`config.mk`:
```
export PLATFORM = sky130hd
export DESIGN_NAME = stream_mux_nx1
export DESIGN_NICKNAME = d
export VERILOG_FILES = /design/src/rtl/stream_mux_pkg.sv /design/src/rtl/rr_arbiter.sv /design/src/rtl/stream_mux_nx1.sv
export SDC_FILE = /design/constraint.sdc
export NUM_CORES = 1
export LEC_CHECK = 0
export ABC_AREA = 1
export BUFFER_PORTS_ARGS = -buffer_cell sky130_fd_sc_hd__buf_2
export CAP_MARGIN = 20
export CELL_PAD_IN_SITES_DETAIL_PLACEMENT = 2
export CELL_PAD_IN_SITES_GLOBAL_PLACEMENT = 2
export CORE_ASPECT_RATIO = 0.8
export CORE_MARGIN = 2
export CORE_UTILIZATION = 22
export CTS_CLUSTER_DIAMETER = 150
export DETAILED_ROUTE_END_ITERATION = 8
export HOLD_SLACK_MARGIN = 0.15
export PLACE_DENSITY_LB_ADDON = 0.1
export SETUP_SLACK_MARGIN = 0.2
export SYNTH_ARGS = -nofsm -noshare
export SYNTH_HDL_FRONTEND = slang
export SYNTH_SLANG_ARGS = --single-unit
```
`constraint.sdc`:
```
create_clock -name clk -period 2.2 [get_ports clk]
set_input_delay 0.55 -clock clk [delete_from_list [all_inputs] [get_ports clk]]
set_output_delay 0.55 -clock clk [all_outputs]
set_load 0.05 [all_outputs]
```
`src/rtl/stream_mux_pkg.sv`:
```
// Shared constants and the rotating-priority pick for the N:1 stream mux.
// The mode encodings and the scan helper are common to the arbiter and the top level.
package stream_mux_pkg;

    localparam logic MODE_FIXED = 1'b0;
    localparam logic MODE_RR    = 1'b1;

    // Widest channel count the pick helper supports.
    localparam int unsigned MAX_CH = 32;

    // Returns the first requesting index after 'last' (mod n_ch), or n_ch if none.
    function automatic int unsigned rr_pick(
        input logic [MAX_CH-1:0] req,
        input int unsigned       n_ch,
        input int unsigned       last
    );
        int unsigned idx;
        logic        found;
        rr_pick = n_ch;
        found   = 1'b0;
        for (int unsigned k = 1; k <= n_ch; k++) begin
            idx = (last + k) % n_ch;
            if (!found && req[idx[4:0]]) begin
                found   = 1'b1;
                rr_pick = idx;
            end
        end
    endfunction

endpackage

```
`src/rtl/rr_arbiter.sv`:
```
// Round-robin arbiter: combinational grant from req, rotating from the last
// accepted grant, which it records whenever advance is asserted.
module rr_arbiter
    import stream_mux_pkg::*;
#(
    parameter int unsigned N_CH  = 4,
    parameter int unsigned SEL_W = $clog2(N_CH)
) (
    input  logic             clk,
    input  logic             rst,
    input  logic [N_CH-1:0]  req,
    input  logic             advance,
    output logic [SEL_W-1:0] grant_idx,
    output logic             grant_vld
);

    logic [SEL_W-1:0]  r_rr_last;
    logic [MAX_CH-1:0] w_req;
    int unsigned       w_pick;

    always_comb begin
        w_req             = '0;
        w_req[N_CH-1:0]   = req;
        w_pick            = rr_pick(w_req, N_CH, 32'(r_rr_last));
        grant_vld         = (w_pick < N_CH);
        grant_idx         = SEL_W'(w_pick);
    end

    // Reset to the last channel so channel 0 wins the first scan.
    always_ff @(posedge clk) begin
        if (rst) begin
            r_rr_last <= SEL_W'(N_CH - 1);
        end else if (advance) begin
            r_rr_last <= grant_idx;
        end
    end

endmodule

```
`src/rtl/stream_mux_nx1.sv`:
```
// N-to-1 valid/ready stream multiplexer with fixed-select or round-robin
// selection and a single registered output beat.
module stream_mux_nx1
    import stream_mux_pkg::*;
#(
    parameter int unsigned N_CH  = 4,
    parameter int unsigned WIDTH = 8,
    parameter int unsigned SEL_W = $clog2(N_CH)
) (
    input  logic                  clk,
    input  logic                  rst,
    input  logic                  mode,
    input  logic [SEL_W-1:0]      sel,
    input  logic [N_CH*WIDTH-1:0] in_data,
    input  logic [N_CH-1:0]       in_valid,
    output logic [N_CH-1:0]       in_ready,
    output logic [WIDTH-1:0]      out_data,
    output logic                  out_valid,
    input  logic                  out_ready,
    output logic [SEL_W-1:0]      out_ch
);

    logic             r_out_valid;
    logic [WIDTH-1:0] r_out_data;
    logic [SEL_W-1:0] r_out_ch;

    logic             w_can_load;
    logic             w_rr_vld;
    logic             w_grant_vld;
    logic             w_in_xfer;
    logic             w_advance;
    logic [SEL_W-1:0] w_rr_idx;
    logic [SEL_W-1:0] w_grant_idx;
    logic [N_CH-1:0]  w_grant_oh;
    logic [WIDTH-1:0] w_mux_data;

    rr_arbiter #(
        .N_CH  (N_CH),
        .SEL_W (SEL_W)
    ) u_arb (
        .clk       (clk),
        .rst       (rst),
        .req       (in_valid),
        .advance   (w_advance),
        .grant_idx (w_rr_idx),
        .grant_vld (w_rr_vld)
    );

    always_comb begin
        if (mode == MODE_RR) begin
            w_grant_idx = w_rr_idx;
            w_grant_vld = w_rr_vld;
        end else begin
            w_grant_idx = sel;
            w_grant_vld = (32'(sel) < N_CH);
        end
    end

    always_comb begin
        w_grant_oh = '0;
        w_mux_data = '0;
        for (int unsigned i = 0; i < N_CH; i++) begin
            if (w_grant_vld && (w_grant_idx == SEL_W'(i))) begin
                w_grant_oh[i] = 1'b1;
                w_mux_data    = in_data[i*WIDTH +: WIDTH];
            end
        end
    end

    assign w_can_load = !r_out_valid || out_ready;
    assign in_ready   = (w_can_load && !rst) ? w_grant_oh : '0;
    assign w_in_xfer  = |(in_valid & in_ready);
    // Only round-robin traffic moves the rotation point.
    assign w_advance  = w_in_xfer && (mode == MODE_RR);

    always_ff @(posedge clk) begin
        if (rst) begin
            r_out_valid <= 1'b0;
            r_out_data  <= '0;
            r_out_ch    <= '0;
        end else if (w_in_xfer) begin
            r_out_valid <= 1'b1;
            r_out_data  <= w_mux_data;
            r_out_ch    <= w_grant_idx;
        end else if (r_out_valid && out_ready) begin
            r_out_valid <= 1'b0;
        end
    end

    assign out_data  = r_out_data;
    assign out_valid = r_out_valid;
    assign out_ch    = r_out_ch;

endmodule
```
==> results summary, run 1 <==
The share of post-route cells with drive strength above 1 is 0.5915. The critical path ends at in_ready[0]. The launch instance of the worst register-to-register path is u_arb.r_rr_last[0]$_SDFFE_PP1P_. The non-filler instance count after layout came out at ~370. The I/O pin count is 57.

Setup repair after global routing could not meet its margin everywhere. STA puts the critical path data required time at 1.65 ns. Once routing completed, OpenROAD measured the worst setup slack at -0.4252 ns. The cell area after technology mapping came out at 1221 µm². The total routing usage reported by global routing is 0.1871. The die boundary width is 87.30 µm.

The switching power of the nets came out at 0.0007812 W. Including well taps, the total number of placed cells is 355. In this run the tightest slew margin relative to its limit is 0.7696. The mean instance size in the synthesized netlist is ~5.8 µm².

The number of distinct standard cells referenced by the synthesized netlist came out at 23. The slowest stage of the critical path belongs to the cell dfxtp_4. The depth of the CTS H-tree is 1. The antenna diode instance count is 0. The static leakage is 1.190 nW. The share of total power dissipated in combinational logic is 0.680. The sequential cell fraction of total power came out at 0.186. The post-route worst hold slack is 0.5177 ns.

The worst ir drop on vdd is 194.3 µV. The synthesized-area fraction occupied by xor and xnor cells is 0. TritonCTS built the clock tree. The post-synthesis sequential element count is 13. The checks that failed: negative setup slack. The initial antenna violation count came out at 0.

The share of the yosys chip area belonging to registers came out at 0.2131. Entering global routing, the biggest net connects 12 pins. The aggregate routed wire length came out at 5.945 mm. Walking the worst path, the cells encountered are buf_12 -> inv_12 -> nand2_4 -> nand2_4 -> nand2_4 -> nand2_4 -> nor2_4 -> nor2_2 -> nand2_2 -> buf_6 -> nand3_4 -> nand3_4 -> nor2_4 -> buf_6. The data arrival time of the critical path is 2.08 ns. For the final database, setup skew stands at between 0.001 and 0.0015 ns. The clock latency on the worst-skew pair is 0.24 ns. The floorplan has 24 rows.

The total die area came out at 6167 µm². Of the total synthesized cell area, the portion taken by full adders, half adders and majority gates is 0. The period utilization came out at 1.193. The worst setup path is of the flip-flop to output port kind. The worst path in the final design needs a cycle of 2.625 ns, including I/O delays and setup. The post-placement setup slack came out at -0.3625 ns. The detailed router placed 1,671 vias in this run. The power density over the cells is 710.7 nW/µm².

Clock-pin slew was measured on the worst setup and hold paths at 0.06 ns. The total global routing overflow came out at 0. The deepest clock path buffer count is 2.

The number of max-slew violations in the final report came to 0. The core region area is 5405 µm². For this configuration, the core starts out at a cell density of 0.2259.

By area the synthesized netlist is led by nand2_1 23%, dfxtp_1 21%, nand2_2 9.7%. The complex-gate fraction of the synthesized area came out at 0.02357. The area added between synthesis and finish is 84.32%.

The maximum achievable frequency is 0.3809 GHz. Across the run, the number of max-cap violations was 0. Of all nets on the critical path, the largest fanout is 5. The total power of the final layout came out at 0.001600 W. The detailed-router iteration count before antenna repair is 4. The placer's final routability congestion estimate came out at around 0.76. The first global-routing pass estimated 9.087 mm of wire. The largest family of logic cells by synthesized area is simple AND/OR/NAND/NOR gates. The HPWL after detailed placement is 4.179 mm.

Dividing the detail-routed wire length by the instance count gives 16.02 µm. Of all cell types, the one taking the most synthesized area is nand2_1. The share of synthesized area in the top cell type comes to 0.2305.

The endpoint of the worst register-to-register path is out_data[5]$_SDFFE_PP0P_. The internal power summed over all cells came out at 0.0008184 W. The library cell used most frequently in the layout, excluding fill and tap cells, is buf_2. The largest stage delay on the critical path is 0.37 ns. The actual slew at the worst max-slew pin is 0.3452 ns. The count of yosys warnings during synthesis is 0.

The floorplan step set the die height to about 71 µm. The run finished, with violations left. The first routing iteration left 45 violations.

The number of nets still failing antenna checks after routing is 0. The length in cells of the worst reg-to-reg path came out at 20. The share of cell area taken by muxes after synthesis came out at 0. Buffers placed on the I/O ports in this run total 56. The startpoint class of the critical path is a flip-flop. The part of the total power dissipated in the clock network is 0.134. The critical path capture point type is an output port.

The number of failing setup endpoints in the final timing report is 17. The clock sink count is 13. The fraction of the mapped netlist area in simple logic gates is 0.6383. The hold violation total from the final report was 0. In this run the worst setup path begins at u_arb.r_rr_last[0]$_SDFFE_PP1P_. In this design, the critical path's most frequently occurring cell is nand2_4. The net count reported at finish came out at 349. In this run the clock root is driven by a clkbuf_8. Of the total power, the share spent switching nets is 0.4883.

The gate count of the mapped netlist is 210. The worst register-to-register path has a setup slack of -0.36 ns. The average vias per placed instance is between 4 and 5.

The type of the most critical hold path is flip-flop to flip-flop. The final setup TNS is -5.718 ns. The number of buffers inserted during clock tree synthesis is 3.

The number of global-route vias before repair came out at between 1,500 and 2,000. The number of buffers added to fix hold violations after cts is 0. The number of remaining DRC errors came out at 0. The number of nets in the synthesized netlist is 252.

In the layout the commonest cells are 52 x buf_2, 49 x nand2_1, 32 x buf_4.
## stage by stage
step                      area [µm²]  utilization
after floorplan                 1286            -
after global placement          1821       0.3368
after detailed placement        1821       0.3368
final                           2251       0.4164
after global routing            2251       0.4164
after CTS                       2125       0.3931
## metal layers
layer	global-route usage	part of all wire	wire length (µm)
met2	0.2997	0.49	2918
met4	0.03077	0.0098	58
met3	0.005834	0.023	135
met5	0	0	0
met1	0.2831	0.48	2833
## what timing repair did
item | 4_1_cts | 5_1_grt
endpoints found under the hold margin | 0 | 0
cloned | 2 | 0
pin swaps | 18 | 20
buffers inserted | 7 | 3
resized for setup | 44 | 32
endpoints found under the setup margin | 17 | 17
## cells in the mapped netlist, drive strengths merged
library cell,instances
a21boi,1
a21oi,2
a31oi,1
buf,6
clkinv,2
dfxtp,13
inv,21
nand2,94
nand3,19
nand4,13
nor2,32
nor3,3
o21ai,1
or2,2
## logic make-up (layout without fill, tap and decap cells)
group	Yosys count	after routing
buf+inv	29	125
compound gates	5	5
flops	13	13
simple gates	163	163
## power by group through the flow
| stage | combinational [W] | clock, W | sequential [W] |
|---|---|---|---|
| after floorplan | 0.000453 | 0 | 0.000408 |
| after global placement | 0.000831 | 0 | 0.000296 |
| after detailed placement | 0.000846 | 0 | 0.000297 |
| after CTS | 0.000980 | 0.000222 | 0.000297 |
| after global routing | 0.00118 | 0.000241 | 0.000302 |
| final | 0.00109 | 0.000214 | 0.000297 |
## state kept, by name, indices dropped and copies added, names as in the netlist
name,count
out_ch,2
u_arb.r_rr_last,2
out_valid,1
out_data,8
## cell type report
| type | instances | area [µm²] |
|---|---|---|
| Fill cell | 672 | 3154 |
| Multi-Input combinational cell | 168 | 1080 |
| Timing Repair Buffer | 97 | 671.9 |
| Sequential cell | 13 | 265.3 |
| Inverter | 23 | 98.84 |
| Tap cell | 65 | 81.33 |
| Clock buffer | 4 | 45.04 |
| Timing Repair inverter | 1 | 8.758 |
## critical path: cells and delay by family (launching register included)
kind                   cells  cell delay (ns)
buffers and inverters      4             0.53
DFF                        1             0.37
and+or+nand+nor           10             0.94
## how the worst min path moves through the flow
stage / start / end / slack, ns / depth (start not counted)
detailed placement: out_valid$_SDFFE_PP0P_ / out_valid$_SDFFE_PP0P_ / 0.50 / 2
CTS: out_valid$_SDFFE_PP0P_ / out_valid$_SDFFE_PP0P_ / 0.51 / 2
global placement: out_valid$_SDFFE_PP0P_ / out_valid$_SDFFE_PP0P_ / 0.48 / 2
floorplan: u_arb.r_rr_last[1]$_SDFFE_PP1P_ / u_arb.r_rr_last[1]$_SDFFE_PP1P_ / 0.54 / 3
global route: rst / out_valid$_SDFFE_PP0P_ / 0.53 / 2
finish: out_valid$_SDFFE_PP0P_ / out_valid$_SDFFE_PP0P_ / 0.52 / 2
Note: power is estimated with default switching activity, not from simulation.
==> inputs of run 2 (changes only) <==
Settings changed: MAX_ROUTING_LAYER set to met4.
==> results summary, run 2 (synthesis results as in run 1) <==
The clock transition at the register clock pins on the worst setup and hold paths after CTS came out at 0.06 ns (about the same). The total die area was 6167 µm² (unchanged). The worst min-delay path endpoint is out_valid$_SDFFE_PP0P_ (unchanged). The post-placement setup slack came out at -0.3625 ns (unchanged). The master cell of the clock root buffer was clkbuf_8 (unchanged). The total routing usage reported by global routing is 0.1934 (was 0.1871). The minimum setup slack among reg-to-reg paths is -0.43 ns (was -0.36 ns).

Violations in the final reports: negative setup slack (unchanged). The length in cells of the worst reg-to-reg path was 21 (was 20). The area added between synthesis and finish came out at 85.66% (was 84.32%). The total global routing overflow came out at 0 (unchanged). The critical path capture point type was an output port (unchanged). The initial antenna violation count came out at 0 (unchanged). The critical setup path kind is flip-flop to output port (unchanged).

Outcome: finished, violations left (unchanged). The buffer and inverter count on the worst path is 4 (unchanged). The die boundary width is 87.30 µm (unchanged).

The depth of the CTS H-tree is 1 (unchanged). The actual slew at the worst max-slew pin came out at 0.2612 ns (was 0.3452 ns). The share of post-route cells with drive strength above 1 came to 0.5896 (was 0.5915). The net count reported at finish is 350 (was 349). The endpoint of the worst register-to-register path is out_data[3]$_SDFFE_PP0P_ (was out_data[5]$_SDFFE_PP0P_).

The TritonCTS clock tree is built (unchanged). The largest clock skew in the final design came to 0.0007797 ns (was 0.001072 ns). The worst path required time came to 1.65 ns (about the same). The biggest fanout along the worst timing path is 5 (unchanged). The starting density of the core is 0.2259 (unchanged).

The period utilization came out at 1.207 (was 1.193). The launch point of the worst hold path is out_valid$_SDFFE_PP0P_ (unchanged). The final routed wire length divided by cell count is 16.80 µm (was 16.02 µm). The count of vias placed by the detailed router is 1,712 (was 1,671). The core region area is 5405 µm² (unchanged). The number of DRC markers after the initial detailed-route iteration was 25 (was 45). The cell with the most instances on the worst path is nand2_1 (was nand2_4). The placer's final routability congestion estimate came out at 0.7744 (was 0.7642).

The count of cells along the worst hold path came out at 2 (unchanged). The pin count of the biggest net entering global routing is 12 (unchanged). The master of the slowest instance on the critical path is dfxtp_4 (unchanged). The launch instance of the worst register-to-register path was u_arb.r_rr_last[0]$_SDFFE_PP1P_ (unchanged). Worst path cell trace: buf_12 -> inv_6 -> nand2_1 -> nand3_1 -> nand2_2 -> nand4_1 -> nand2_1 -> clkinv_1 -> nand3_2 -> nand2_4 -> nor3_4 -> buf_6 (was buf_12 -> inv_12 -> nand2_4 -> nand2_4 -> nand2_4 -> nand2_4 -> nor2_4 -> nor2_2 -> nand2_2 -> buf_6 -> nand3_4 -> nand3_4 -> nor2_4 -> buf_6).

The number of remaining DRC errors is 0 (unchanged). The antenna diode instance count is 0 (unchanged). The number of stages on the worst setup path came out at 12 (was 14). The largest stage delay on the critical path is 0.38 ns (was 0.37 ns). The total power of the final layout was 0.001618 W (was 0.001600 W).

The aggregate routed wire length came out at 6.250 mm (was 5.945 mm). The type of the most critical hold path is flip-flop to flip-flop (unchanged). The number of maximum-capacitance violations is 0 (unchanged). The worst ir drop on vdd is 193.6 µV (was 194.3 µV). The startpoint class of the critical path is a flip-flop (unchanged).

The vertical die dimension is 70.64 µm (unchanged). The static leakage came out at 1.198 nW (was 1.190 nW). The final critical-path required period is 2.655 ns (was 2.625 ns).

The I/O pin count came out at 57 (unchanged). The family with the most delay on the worst path was simple AND/OR/NAND/NOR gates (unchanged). The clock latency on the worst-skew pair came out at 0.24 ns (about the same). The most common library cell in the layout ignoring fill and taps was buf_2 (unchanged). The number of max-slew violations in the final report came out at 0 (unchanged).

The sum of net half-perimeters after detailed placement is 4.179 mm (unchanged). The non-filler instance count after layout came out at 372 (was 371). The filler cell count came out at 667 (was 672). The number of buffers inserted during clock tree synthesis is 3 (unchanged). The detailed-router iteration count before antenna repair is 4 (unchanged). The maximum achievable frequency is 0.3767 GHz (was 0.3809 GHz). The number of global-route vias before repair came out at 1,767 (was 1,775). The final worst setup slack came to -0.4549 ns (was -0.4252 ns). The number of buffers added on ports came out at 56 (unchanged). The number of flip-flops under the largest register name is 8 (unchanged). The total cell area at the placement stage is 1821 µm² (unchanged). The number of nets still failing antenna checks after routing is 0 (unchanged). The clock sink count came out at 13 (unchanged). The deepest clock path buffer count is 2 (unchanged). The number of failing setup endpoints in the final timing report came out at 17 (unchanged). The average vias per placed instance is 4.602 (was 4.504). The total placed cells including tap cells came to 355 (unchanged).

Most frequent cells in the layout: 52 x buf_2, 50 x nand2_1, 32 x buf_4 (was 52 x buf_2, 49 x nand2_1, 32 x buf_4). The final design area excluding fillers is 2267 µm² (was 2251 µm²). The first-pass GRT wire length came out at 9.135 mm (was 9.087 mm). The hold violation total from the final report came out at 0 (unchanged). The remaining max-slew budget at the tightest pin came out at 0.8271 (was 0.7696).

RSZ-0062 raised after global routing: true (unchanged). The final setup TNS is -6.550 ns (was -5.718 ns). The data arrival time of the critical path is 2.10 ns (was 2.08 ns).

The power density over the cells was 713.9 nW/µm² (was 710.7 nW/µm²). The number of placement rows is 24 (unchanged).
## run 2: changes by cell type in the layout (fill, tap and decap cells not counted), sizes merged
cell  previous run  this run
buf             97        98
## run 2: worst min-delay path, stage by stage, from the launching register on
cell and delay [ns]:
dfxtp_1 0.30, nand2_1 0.11, a21oi_2 0.06
## run 2: metrics by stage
stage / hold WS [ns] / util
after global placement: 0.4848 / 0.3368
final: 0.5180 / 0.4194
after detailed placement: 0.5014 / 0.3368
after global routing: 0.5274 / 0.4194
after floorplan: 0.5384 / -
after CTS: 0.5094 / 0.3931
## run 2: report_power, final
part / internal (W) / switching [W] / leakage, nW
clock network: 0.000128 / 0.0000865 / 0.0228
logic: 0.000424 / 0.000683 / 1.07
registers: 0.000273 / 0.0000237 / 0.107
## run 2: layer usage
layer  routed length, µm  global-route usage
met1                2925              0.2887
met2                3058              0.2971
met3                 167            0.003501
met4                  98             0.03077
met5                   0                   -
## run 2: layout make-up
cell class | count | area [µm²] | area share
sequential | 13 | 267.8 | 0.1181
clock buffer | 4 | 45.04 | 0.01987
tap | 65 | 81.33 | 0.03587
timing repair inverter | 1 | 8.758 | 0.003863
inverter | 23 | 98.84 | 0.04360
timing repair buffer | 98 | 683.2 | 0.3013
multi-input combinational | 168 | 1082 | 0.4774
## run 2: how the worst max path moves through the flow
stage,start,endpoint
floorplan,in_valid[0],in_ready[1]
global placement,in_valid[1],in_ready[3]
detailed placement,in_valid[0],in_ready[3]
CTS,u_arb.r_rr_last[0]$_SDFFE_PP1P_,in_ready[3]
global route,u_arb.r_rr_last[0]$_SDFFE_PP1P_,out_data[3]$_SDFFE_PP0P_
finish,u_arb.r_rr_last[0]$_SDFFE_PP1P_,in_ready[2]
## run 2: timing repair
action | CTS | global route
gates resized for setup | 44 | 34
hold buffers | 0 | 0
cloned | 2 | 0
setup endpoints to repair | 17 | 17
pin swaps | 18 | 19
setup buffers | 7 | 4
==> inputs of run 3 (changes only) <==
Settings changed: ABC_AREA 1 to not set.
==> results summary, run 3 <==
Outcome: finished, violations left (unchanged). Violations in the final reports: negative setup slack (unchanged). The first-pass GRT wire length was 7.486 mm (was 9.135 mm).

The area added between synthesis and finish came out at 95.33% (was 85.66%). The clock latency on the worst-skew pair is 0.24 ns (about the same). The final setup TNS was -1.078 ns (was -6.550 ns). The period utilization came to 1.065 (was 1.207). The number of failing setup endpoints in the final timing report came out at 16 (was 17). The number of nets in the synthesized netlist is 156 (was 252).

Worst path cell trace: buf_2 -> nand2b_4 -> o221ai_4 -> buf_4 -> o21a_4 -> buf_6 -> nand2_4 -> nor2_4 -> buf_6 (was buf_12 -> inv_6 -> nand2_1 -> nand3_1 -> nand2_2 -> nand4_1 -> nand2_1 -> clkinv_1 -> nand3_2 -> nand2_4 -> nor3_4 -> buf_6). The share of the yosys chip area belonging to registers is 0.2773 (was 0.2131). The average vias per placed instance came out at 4.973 (was 4.602). The master cell of the clock root buffer was clkbuf_8 (unchanged).

The maximum achievable frequency came out at 0.4270 GHz (was 0.3767 GHz). The cell with the most instances on the worst path is buf_6 (was nand2_1). The number of stages on the worst setup path is 9 (was 12). The most common library cell in the layout ignoring fill and taps is buf_2 (unchanged). The remaining max-slew budget at the tightest pin came to 0.7707 (was 0.8271). The fraction of the mapped netlist area in simple logic gates is 0.1573 (was 0.6383).

The share of cell area taken by muxes after synthesis is 0.04267 (was 0). The count of vias placed by the detailed router was 1,283 (was 1,712). The synthesized-area fraction occupied by xor and xnor cells was 0 (unchanged). The most instantiated library cell after synthesis is dfxtp_1 (was nand2_1). The number of distinct standard cells referenced by the synthesized netlist is 34 (was 23). The aggregate routed wire length came to 4.813 mm (was 6.250 mm). The die boundary width was 77.02 µm (was 87.30 µm).

The count of yosys warnings during synthesis is 0 (unchanged). The family with the most delay on the worst path is buffers and inverters (was simple AND/OR/NAND/NOR gates). Most frequent cells in the layout: 50 x buf_2, 27 x buf_4, 13 x buf_6 (was 52 x buf_2, 50 x nand2_1, 32 x buf_4).

The pin count of the biggest net entering global routing was 17 (was 12). The vertical die dimension came out at 62.42 µm (was 70.64 µm). The number of buffers added on ports came out at 56 (unchanged). The number of DRC markers after the initial detailed-route iteration came to 70 (was 25). The static leakage is 0.8056 nW (was 1.198 nW). The top cell type by total area after synthesis is dfxtp_1 (was nand2_1). The largest family of logic cells by synthesized area is compound AO/OA/AOI/OAI gates (was simple AND/OR/NAND/NOR gates).

The detailed-router iteration count before antenna repair is 4 (unchanged). The hold violation total from the final report came out at 0 (unchanged). The total global routing overflow is 0 (unchanged). The final critical-path required period is 2.342 ns (was 2.655 ns).

The worst path required time came out at 1.65 ns (about the same). The number of maximum-capacitance violations came out at 0 (unchanged). The number of placement rows came out at 21 (was 24). The mean instance size in the synthesized netlist was 8.232 µm² (was 5.815 µm²).

The total die area came out at 4807 µm² (was 6167 µm²). The startpoint class of the critical path is an input pin (was flip-flop). The I/O pin count came out at 57 (unchanged). The number of buffers inserted during clock tree synthesis was 3 (unchanged). The share of flip-flops with an asynchronous set or reset after synthesis is 0 (unchanged). The master of the slowest instance on the critical path is o221ai_4 (was dfxtp_4). The share of post-route cells with drive strength above 1 is 0.6418 (was 0.5896). The biggest fanout along the worst timing path was 5 (unchanged).

The antenna diode instance count came out at 0 (unchanged). The cell area after technology mapping came out at 938.4 µm² (was 1221 µm²). The largest stage delay on the critical path came out at 0.20 ns (was 0.38 ns). The final worst setup slack is -0.1419 ns (was -0.4549 ns). The core region area is 4151 µm² (was 5405 µm²). The number of global-route vias before repair was 1,378 (was 1,767).

The critical path capture point type is an output port (unchanged). The critical setup path kind was input pin to output port (was flip-flop to output port). The worst ir drop on vdd was 415.2 µV (was 193.6 µV). RSZ-0062 raised after global routing: true (unchanged). The number of synthesized flops with an enable pin came out at 0 (unchanged).

The complex-gate fraction of the synthesized area came to 0.4107 (was 0.02357). The largest clock skew in the final design is 0.002382 ns (was 0.0007797 ns). The actual slew at the worst max-slew pin came out at 0.3440 ns (was 0.2612 ns). The filler cell count came out at 489 (was 667).

The buffer and inverter count on the worst path came out at 4 (unchanged). The length in cells of the worst reg-to-reg path came out at 10 (was 21). The clock sink count came to 13 (unchanged). The TritonCTS clock tree was built (unchanged). The gate count of the mapped netlist is 114 (was 210). The sum of net half-perimeters after detailed placement is 3.308 mm (was 4.179 mm). The depth of the CTS H-tree is 1 (unchanged).

The post-synthesis sequential element count came out at 13 (unchanged). The adder and majority gate portion of the synthesized area was 0 (unchanged). Leading post-synthesis cells by cell area: dfxtp_1 28%, a311oi_1 7.5%, a211oi_1 6.4% (was nand2_1 23%, dfxtp_1 21%, nand2_2 9.7%).

List of most frequent post-synthesis cells: 13 x dfxtp_1, 11 x inv_1, 9 x o21ai_0 (was 75 x nand2_1, 25 x nor2_1, 19 x inv_1, 19 x nand2_2, 17 x nand3_1). The net count reported at finish is 244 (was 350). The deepest clock path buffer count came out at 2 (unchanged). The count of cells along the worst hold path was 2 (unchanged).

The number of flip-flops under the largest register name came out at 8 (unchanged). The number of max-slew violations in the final report is 0 (unchanged). The final routed wire length divided by cell count came to 18.66 µm (was 16.80 µm). The total power of the final layout came out at 0.001107 W (was 0.001618 W). The starting density of the core came out at 0.2260 (was 0.2259). The total routing usage reported by global routing came out at 0.2050 (was 0.1934). The initial antenna violation count came out at 0 (unchanged).

The post-route worst hold slack was 0.4556 ns (was 0.5180 ns). The power density over the cells came out at 604.0 nW/µm² (was 713.9 nW/µm²). The number of nets still failing antenna checks after routing came to 0 (unchanged).

The clock transition at the register clock pins on the worst setup and hold paths after CTS is 0.05 ns (was 0.06 ns). The data arrival time of the critical path was 1.79 ns (was 2.10 ns). The number of remaining DRC errors is 0 (unchanged). The portion of synthesized cell area occupied by the leading cell type came to 0.2773 (was 0.2305). The primary flip-flop cell chosen by synthesis mapping is dfxtp_1 (unchanged).

The placer's final routability congestion estimate came out at 0.7956 (was 0.7744). The type of the most critical hold path is flip-flop to flip-flop (unchanged).
==> run 3: cell count changes in the layout (fill, tap and decap cells not counted), sizes merged, moves of 3 or more <==
cell	delta
buf	-6
mux2i	+4
nor3	-3
a311oi	+8
a22oi	+8
o21ai	+9
nand4	-13
nand2b	+4
nor2	-27
nand3	-11
a211oi	+8
nand2	-91
inv	-11
==> run 3: worst paths after layout <==
| kind | from | endpoint | slack (ns) |
|---|---|---|---|
| worst max-delay path | in_valid[0] | in_ready[1] | -0.14 |
| worst min-delay path | out_data[0]$_SDFFE_PP0P_ | out_data[0]$_SDFFE_PP0P_ | 0.46 |
| worst max register to register | u_arb.r_rr_last[1]$_SDFFE_PP1P_ | out_data[6]$_SDFFE_PP0P_ | -0.13 |
| worst min register to register | out_data[0]$_SDFFE_PP0P_ | out_data[0]$_SDFFE_PP0P_ | 0.46 |
==> run 3: report_power, final <==
part,internal (W),leakage (nW),total (W),switching (W)
combinational,0.000263,0.676,0.000608,0.000344
sequential,0.000266,0.107,0.000289,0.0000235
clock,0.000128,0.0228,0.000210,0.0000824
==> run 3: timing repair <==
item / 4_1_cts / 5_1_grt
gates cloned: 2 / 0
setup endpoints to repair: 16 / 16
pin swaps: 7 / 6
resized for setup: 42 / 8
hold buffers: 0 / 0
setup buffers: 7 / 1
==> run 3: routing by layer <==
| layer | track usage | vias to the layer above | wire length, µm |
|---|---|---|---|
| met1 | 0.2705 | 625 | 2170 |
| met4 | 0.06027 | 0 | 70 |
| met3 | 0.02312 | 8 | 207 |
| met5 | - | - | 0 |
| met2 | 0.3333 | 40 | 2366 |
| li1 | - | 610 | - |
==> run 3: metrics by stage <==
step	std cells	worst slack, ns	utilization	cell area (µm²)
after floorplan	114	-0.08535	-	1062
after detailed placement	244	-0.3796	0.3659	1519
after CTS	257	-0.1439	0.4292	1782
final	258	-0.1419	0.4415	1833
after global placement	244	-0.2982	0.3659	1519
after global routing	258	-0.2354	0.4415	1833
==> run 3: cell families after synthesis <==
family | count (synthesis)
AND/OR/NAND/NOR | 28
flip-flops | 13
multiplexers | 4
AO/OA/AOI/OAI | 49
buffers and inverters | 20
==> run 3: final cells by class <==
type | instances | area (µm²) | share of cell area
timing repair buffer | 92 | 629.4 | 0.3433
sequential | 13 | 265.3 | 0.1447
tap | 57 | 71.32 | 0.03891
multi-input combinational | 81 | 780.7 | 0.4259
inverter | 11 | 41.29 | 0.02253
clock buffer | 4 | 45.04 | 0.02457
==> run 3: worst min-delay path, cell delays in order (launching register included) <==
cell and delay (ns):
dfxtp_1 0.31, inv_1 0.06, a211oi_2 0.05
